===== src/rtl/mau_pkg.sv =====
// Shared constants for the MEM-stage load/store unit:
// access sizes, fault cause codes and data BRAM depth.
package mau_pkg;

  localparam int DM_WORDS = 3072;

  localparam logic [1:0] SZ_BYTE = 2'b00;
  localparam logic [1:0] SZ_HALF = 2'b01;
  localparam logic [1:0] SZ_WORD = 2'b10;
  localparam logic [1:0] SZ_ILL  = 2'b11;

  localparam logic [1:0] CAUSE_OK       = 2'd0;
  localparam logic [1:0] CAUSE_MISALIGN = 2'd1;
  localparam logic [1:0] CAUSE_RANGE    = 2'd2;
  localparam logic [1:0] CAUSE_SIZE     = 2'd3;

endpackage


===== src/rtl/mau_load_align.sv =====
// Combinational load alignment: picks the byte/half lane out of
// rdata and sign- or zero-extends it. Ports: rdata, size, uns, lane -> data.
module mau_load_align
  import mau_pkg::*;
(
  input  logic [31:0] rdata,
  input  logic [1:0]  size,
  input  logic        uns,
  input  logic [1:0]  lane,
  output logic [31:0] data
);

  logic [7:0]  b;
  logic [15:0] h;

  always_comb begin
    b = rdata[7:0];
    case (lane)
      2'd0: b = rdata[7:0];
      2'd1: b = rdata[15:8];
      2'd2: b = rdata[23:16];
      2'd3: b = rdata[31:24];
      default: b = rdata[7:0];
    endcase
    h = lane[1] ? rdata[31:16] : rdata[15:0];
  end

  always_comb begin
    data = rdata;
    case (size)
      SZ_BYTE: data = uns ? {24'b0, b} : {{24{b[7]}}, b};
      SZ_HALF: data = uns ? {16'b0, h} : {{16{h[15]}}, h};
      default: data = rdata;
    endcase
  end

endmodule


===== src/rtl/mem_access_unit.sv =====
// MEM-stage load/store initiator for the data BRAM. Ports: req_* from EX/MEM,
// rsp_* to WB (valid/ready), mem_* to the synchronous-read BRAM.
module mem_access_unit #(
  parameter int DM_WORDS = mau_pkg::DM_WORDS
) (
  input  logic        clk,
  input  logic        rst,
  input  logic        req_valid,
  output logic        req_ready,
  input  logic        req_we,
  input  logic [1:0]  req_size,
  input  logic        req_unsigned,
  input  logic [31:0] req_addr,
  input  logic [31:0] req_wdata,
  input  logic [4:0]  req_rd,
  output logic        rsp_valid,
  input  logic        rsp_ready,
  output logic [31:0] rsp_data,
  output logic [4:0]  rsp_rd,
  output logic        rsp_is_load,
  output logic [1:0]  rsp_cause,
  output logic [11:0] mem_addr,
  output logic        mem_write,
  output logic [3:0]  mem_be,
  output logic [31:0] mem_wdata,
  input  logic [31:0] mem_rdata
);
  import mau_pkg::*;

  logic        acc;
  logic [1:0]  cause;
  logic [3:0]  be;

  logic        r_valid;
  logic        r_hold;
  logic        r_load;
  logic [4:0]  r_rd;
  logic [1:0]  r_cause;
  logic [1:0]  r_size;
  logic        r_uns;
  logic [1:0]  r_lane;
  logic [31:0] r_hdata;
  logic [31:0] ext;

  assign req_ready = !rst && (!r_valid || rsp_ready);
  assign acc       = req_valid && req_ready;

  always_comb begin
    cause = CAUSE_OK;
    if (req_size == SZ_ILL)
      cause = CAUSE_SIZE;
    else if ((req_size == SZ_HALF && req_addr[0]) ||
             (req_size == SZ_WORD && req_addr[1:0] != 2'b00))
      cause = CAUSE_MISALIGN;
    else if ({2'b00, req_addr[31:2]} >= 32'(DM_WORDS))
      cause = CAUSE_RANGE;
  end

  always_comb begin
    be = 4'b0000;
    case (req_size)
      SZ_WORD: be = 4'b1111;
      SZ_HALF: be = req_addr[1] ? 4'b1100 : 4'b0011;
      SZ_BYTE: be = 4'b0001 << req_addr[1:0];
      default: be = 4'b0000;
    endcase
  end

  assign mem_addr  = acc ? req_addr[13:2] : 12'd0;
  assign mem_be    = acc ? be : 4'b0000;
  assign mem_write = acc && req_we && (cause == CAUSE_OK);
  assign mem_wdata = req_wdata;

  mau_load_align u_align (
    .rdata (mem_rdata),
    .size  (r_size),
    .uns   (r_uns),
    .lane  (r_lane),
    .data  (ext)
  );

  always_ff @(posedge clk) begin
    if (rst) begin
      r_valid <= 1'b0;
      r_hold  <= 1'b0;
      r_load  <= 1'b0;
      r_rd    <= 5'd0;
      r_cause <= CAUSE_OK;
      r_size  <= SZ_BYTE;
      r_uns   <= 1'b0;
      r_lane  <= 2'd0;
      r_hdata <= 32'd0;
    end else if (acc) begin
      r_valid <= 1'b1;
      r_hold  <= 1'b0;
      r_load  <= !req_we;
      r_rd    <= req_rd;
      r_cause <= cause;
      r_size  <= req_size;
      r_uns   <= req_unsigned;
      r_lane  <= req_addr[1:0];
    end else if (r_valid && rsp_ready) begin
      r_valid <= 1'b0;
      r_hold  <= 1'b0;
    end else if (r_valid && !r_hold) begin
      // mem_rdata is only valid this one cycle; keep a copy for the stall
      r_hold  <= 1'b1;
      r_hdata <= ext;
    end
  end

  assign rsp_valid   = r_valid;
  assign rsp_rd      = r_rd;
  assign rsp_is_load = r_load;
  assign rsp_cause   = r_cause;
  assign rsp_data    = (r_valid && r_load && r_cause == CAUSE_OK)
                     ? (r_hold ? r_hdata : ext) : 32'd0;

endmodule


===== config.mk =====
export PLATFORM = sky130hd
export DESIGN_NAME = mem_access_unit
export DESIGN_NICKNAME = d
export VERILOG_FILES = /design/src/rtl/mau_pkg.sv /design/src/rtl/mau_load_align.sv /design/src/rtl/mem_access_unit.sv
export SDC_FILE = /design/constraint.sdc
export NUM_CORES = 1
export LEC_CHECK = 0
export BUFFER_PORTS_ARGS = -buffer_cell sky130_fd_sc_hd__buf_2
export CELL_PAD_IN_SITES_DETAIL_PLACEMENT = 1
export CELL_PAD_IN_SITES_GLOBAL_PLACEMENT = 1
export CORE_ASPECT_RATIO = 1.5
export CORE_UTILIZATION = 33
export DETAILED_ROUTE_END_ITERATION = 10
export PLACE_DENSITY = 0.82
export SYNTH_ARGS = -nofsm -noshare
export SYNTH_HDL_FRONTEND = slang
export SYNTH_HIERARCHICAL = 1
export SYNTH_SLANG_ARGS = --single-unit

===== constraint.sdc =====
create_clock -name clk -period 5.2 [get_ports clk]
set_input_delay 1.56 -clock clk [delete_from_list [all_inputs] [get_ports clk]]
set_output_delay 1.56 -clock clk [all_outputs]
set_load 0.05 [all_outputs]

# Yosys cells after proc, flatten, opt, wreduce, memory -nomap -nowiden
# Index checks and enable logic that the tools add are counted.
# totals
ff_bits	47
out_inout_bits	91
wordCells	61
# op_classes
magnitude_cmp	1
n_eq_ne	7
n_shift	1
n_mux	16
n_bitwise	2
n_reduce_logical	25
# ops
cell	count
$mux W32	4
$pmux W32 S2	1
$pmux W8 S4	1
$ge A30 B12 Y1 const B	1
$mux W16	1
$mux W12	1
$pmux W4 S3	1
$logic_and A1 B1 Y1	10
$logic_not A2 Y1	5
$eq A2 B2 Y1 const B	4
$mux W4	2
$eq A2 B1 Y1 const B	3
$mux W2	3
$logic_not A1 Y1	4
$reduce_bool A2 Y1	2
$shl A1 B2 Y4 const A	1
$reduce_and A3 Y1	1
$reduce_or A3 Y1	1
$logic_or A1 B1 Y1	2
$mux W1	2
$not A1 Y1	2

# Logic depth before layout (Yosys ltp)
# logic_depth
depth_word	7
depth_mapped	9
mapped_depth_nobuf	5

# Hierarchy
# The synthesis kept the hierarchy.
# modules_own_cells
module	n_inst	cells_each	area_per_inst_um2	seq_area_each_um2
mem_access_unit	1	349	2645.0	940.9
mau_load_align	1	133	983.4	0.0

# Worst setup path after synthesis
# Ideal clock, no wire load.
# synth_timing
path_type	input-to-output
start	input port req_size[0]
end	output port mem_write
arrival_time_ns	3.283
t_required_ns	3.640
path_slack_ns	0.357
stages	5
path_buffers	1
cell_sequence	buf_2 > xor2_1 > o2bb2ai_1 > a21oi_1 > nor3b_1
# synth_via
elab_chain_cells	7
# synth_rtl
element	line	rtl
start: declaration	mem_access_unit.sv:11	input logic [1:0] req_size,
$eq A2 B1 Y1 / $eq A2 B2 Y1 (equally long branches)	mem_access_unit.sv:52, mem_access_unit.sv:53	
$logic_and A1 B1 Y1, on equally long branches	mem_access_unit.sv:52, mem_access_unit.sv:53	
$logic_or A1 B1 Y1	mem_access_unit.sv:52	else if ((req_size == SZ_HALF && req_addr[0]) ||
$mux W2	mem_access_unit.sv:52	
$mux W2 *	mem_access_unit.sv:50	if (req_size == SZ_ILL)
$logic_not A2 Y1 *	mem_access_unit.sv:71	assign mem_write = acc && req_we && (cause == CAUSE_OK);
$logic_and A1 B1 Y1 *	mem_access_unit.sv:71	
end: declaration	mem_access_unit.sv:23	output logic mem_write,
# Mark *: on every way between the ends. The rest lies on a longest branch, timed or not.

# Worst setup path in the final report
# layout_timing
start	input port mem_rdata[31]
end	output port rsp_data[25]
# layout_via
elab_chain_cells	5
# layout_rtl
element	line	rtl
start: declaration	mem_access_unit.sv:26	input logic [31:0] mem_rdata
$pmux W8 S4 / $mux W16 (equally long branches)	mau_load_align.sv:18, mau_load_align.sv:25	
$mux W32, on equally long branches	mau_load_align.sv:31, mau_load_align.sv:32	
$pmux W32 S2 *	mau_load_align.sv:30	case (size)
net ext[25]	mem_access_unit.sv:43	logic [31:0] ext;
$mux W32 * (2 in series)	mem_access_unit.sv:117	? (r_hold ? r_hdata : ext) : 32'd0;
end: declaration	mem_access_unit.sv:18	output logic [31:0] rsp_data,
# Mark *: on every way through the listed nets, which the timed path passes. The rest lies on a longest branch.

==> summary.md <==
| Metric | Value |
|---|---|
| Result of the run | complete, no violations |
| Clock tree from TritonCTS | yes |
| Total iterations of the first detailed-routing run | 4 |
| Upper clock frequency limit | 208.8 MHz |
| Fraction of final layout cells with drive strength greater than 1 | 31.91% |
| Setup Buffers After CTS | 0 |
| Utilization after layout | 40.18% |
| Post-CTS Resized | 0 |
| Commonest non-fill, non-tap cell in the layout | buf_2 |
| Fillers | 1347 |
| Die footprint | 11430 um2 |
| Category of the worst setup path capture point | output port |
| Tot GR Track Use | 22.17% |
| Starting density of the core | 34.08% |
| Area after DPL | 4104 um2 |
| Htree depth | 2 |
| Gate count of the mapped netlist | 482 |
| Number of register bits inferred by synthesis | 47 |
| Count of clock tree sinks | 47 |
| Placer congestion estimate | 0.9409 |
| Final Cycle Share | 92.09% |
| Share of flip-flops with an asynchronous set or reset | 0% |
| Leakage | 1.790 nW |
| Maximum number of pins on one net before global-route repair | 50 |
| Number of global-route vias before repair | 3833 |
| Core area | 10650 um2 |
| Worst min-delay path class | flop to flop |
| Net count of the mapped netlist | 591 |
| Post-detailed-route wirelength per cell | 17.88 um |
| CTS root buf | clkbuf_16 |
| Share of synthesized area occupied by flip-flops and latches | 25.93% |
| Gr ovfl total | 0 |
| CTS clk-pin slew, worst paths | 0.07 ns |
| Number of cell rows | 46 |
| DPL Wire Length | 9.502 mm |
| Bufs on Longest Clock Path | 2 |
| Max cap viols | 0 |
| Antenna cells | 0 |
| Die height | 130.4 um |
| CP Data Required Time | 3.64 ns |
| Post-synth design cell area | 3628 um2 |
| Post-route worst setup slack | 0.4115 ns |
| Yosys Warn Count | 6 |
| DRC viols | 0 |
| Cts hold-fix bufs | 0 |
| Total Wirelength | 12.66 mm |
| Via density per instance | 5.339 |
| Remaining max-slew budget at the tightest pin | 26.38% |
| I/O Buffers | 135 |
| Critical-path maximum fanout | 20 |
| Clock buffer count from CTS | 5 |
| Overall die width | 87.62 um |
| Setup-failing EPs final | 0 |
| Final slew viol count | 0 |
| Final std cell area, no fill | 4278 um2 |
| Total via count in the routed design | 3780 |
| WS Path Type | input port to output port |
| Clock Latency Late Sink | 0.29 ns |
| First-iteration detailed-routing DRC count | 242 |
| Overall power consumption | 0.001140 W |
| Number of enable-type register cells in the synthesized netlist | 0 |
| Area growth from synthesis to layout | 17.90% |
| Setup_tns | 0 ns |
| Post-layout minimum cycle time | 4.788 ns |
| Total power density per cell area | 266.5 nW/um2 |
| Final Hold Vio Count | 0 |
| Most used flip-flop cell after synthesis | dfxtp_1 |
| Yosys cell types | 40 |
| Setup repair after global routing missed its margin | false |
| Highest-count cells in the layout ignoring fill and taps | buf_2 (135), nand2_1 (102), nor2_1 (48) |
| Startpoint type of the worst setup path | input port |
| Setup Slack @ Placement | 0.4325 ns |
| Worst VDD drop | 0.0001273 V |
| Worst slew pin tran | 1.104 ns |
| Syn Area/Cell | 7.528 um2 |
| Wire length of the first global-routing pass | 19.15 mm |
| NumNets Final | 672 |
| Remaining antenna violation count | 0 |
| Data arrival time of the critical path | 3.23 ns |
| # IOs | 200 |
| Antenna violations before repair | 2 |
| Setup clock skew after layout | 0.004059 ns |
[kinds of logic (layout without fill, tap and decap cells)]
logic type      after synthesis  in the layout  synth area share [%]
simple gates                212            212                 26.79
flops                        47             47                 25.93
xor+xnor                      1              1                0.2414
compound gates              104            104                 19.14
buf+inv                      75            157                 13.55
mux                          43             43                 14.34
[routing by layer]
metal  share of wire (%)  wire length (um)  GRT usage, %
met3                 6.7               850         3.894
met2                  52              6552         41.59
met5                0.16                20             0
met4                 3.9               495         11.48
met1                  37              4737         23.24
[layout make-up]
cell class	instances	area, um2	area share (%)
clock buffer	6	138.9	3.247
multi-input combinational	360	2196	51.33
clock inverter	2	35.03	0.8190
timing repair buffer	147	778.2	18.19
inverter	2	7.507	0.1755
tap	144	180.2	4.212
sequential	47	942.2	22.02
[metrics by stage]
step | cells | hold WS [ns]
CTS | 708 | 0.4598
detailed placement | 700 | 0.4500
global route | 708 | 0.4789
finish | 708 | 0.4544
global placement | 700 | 0.4408
floorplan | 482 | 0.4360
[state kept, by name, indices dropped and copies added (netlist names)]
signal	flops
r_uns	1
rsp_rd	5
rsp_cause	2
rsp_valid	1
r_lane	2
rsp_is_load	1
r_hold	1
r_size	2
r_hdata	32
[Yosys cell counts (all sizes together) (11+ instances only)]
| cell type | instances | area, um2 |
|---|---|---|
| nor2b | 18 | 120.1 |
| a21oi | 47 | 235.2 |
| dfxtp | 47 | 940.9 |
| nor2 | 49 | 186.4 |
| mux2i | 34 | 340.3 |
| o21ai | 12 | 60.05 |
| nand2b | 15 | 93.84 |
| nand2 | 102 | 382.9 |
| o211ai | 17 | 177.7 |
| buf | 62 | 442.9 |
| clkbuf | 11 | 41.29 |
| and2 | 12 | 75.07 |
[where the power goes]
group          switching, W  internal, W
Combinational      0.000219     0.000133
Clock              0.000146     0.000239
Sequential        0.0000224     0.000380
Total              0.000388     0.000752
[final timing paths]
check                                   start            to  slack (ns)  cells after the start
worst min-delay path               r_hdata[7]    r_hdata[7]        0.45                      2
worst max-delay path            mem_rdata[31]  rsp_data[25]        0.41                      8
worst min register to register     r_hdata[7]    r_hdata[7]        0.45                      2
worst max register to register      r_size[1]   r_hdata[31]        3.03                      7
[critical path, cell delays in order]
cell,delay (ns)
buf_2,0.13
mux2_2,0.27
a32oi_2,0.40
buf_12,0.22
o211ai_2,0.12
mux2i_1,0.23
nor2_1,0.07
buf_2,0.22
(Power assumes the default switching activity.)
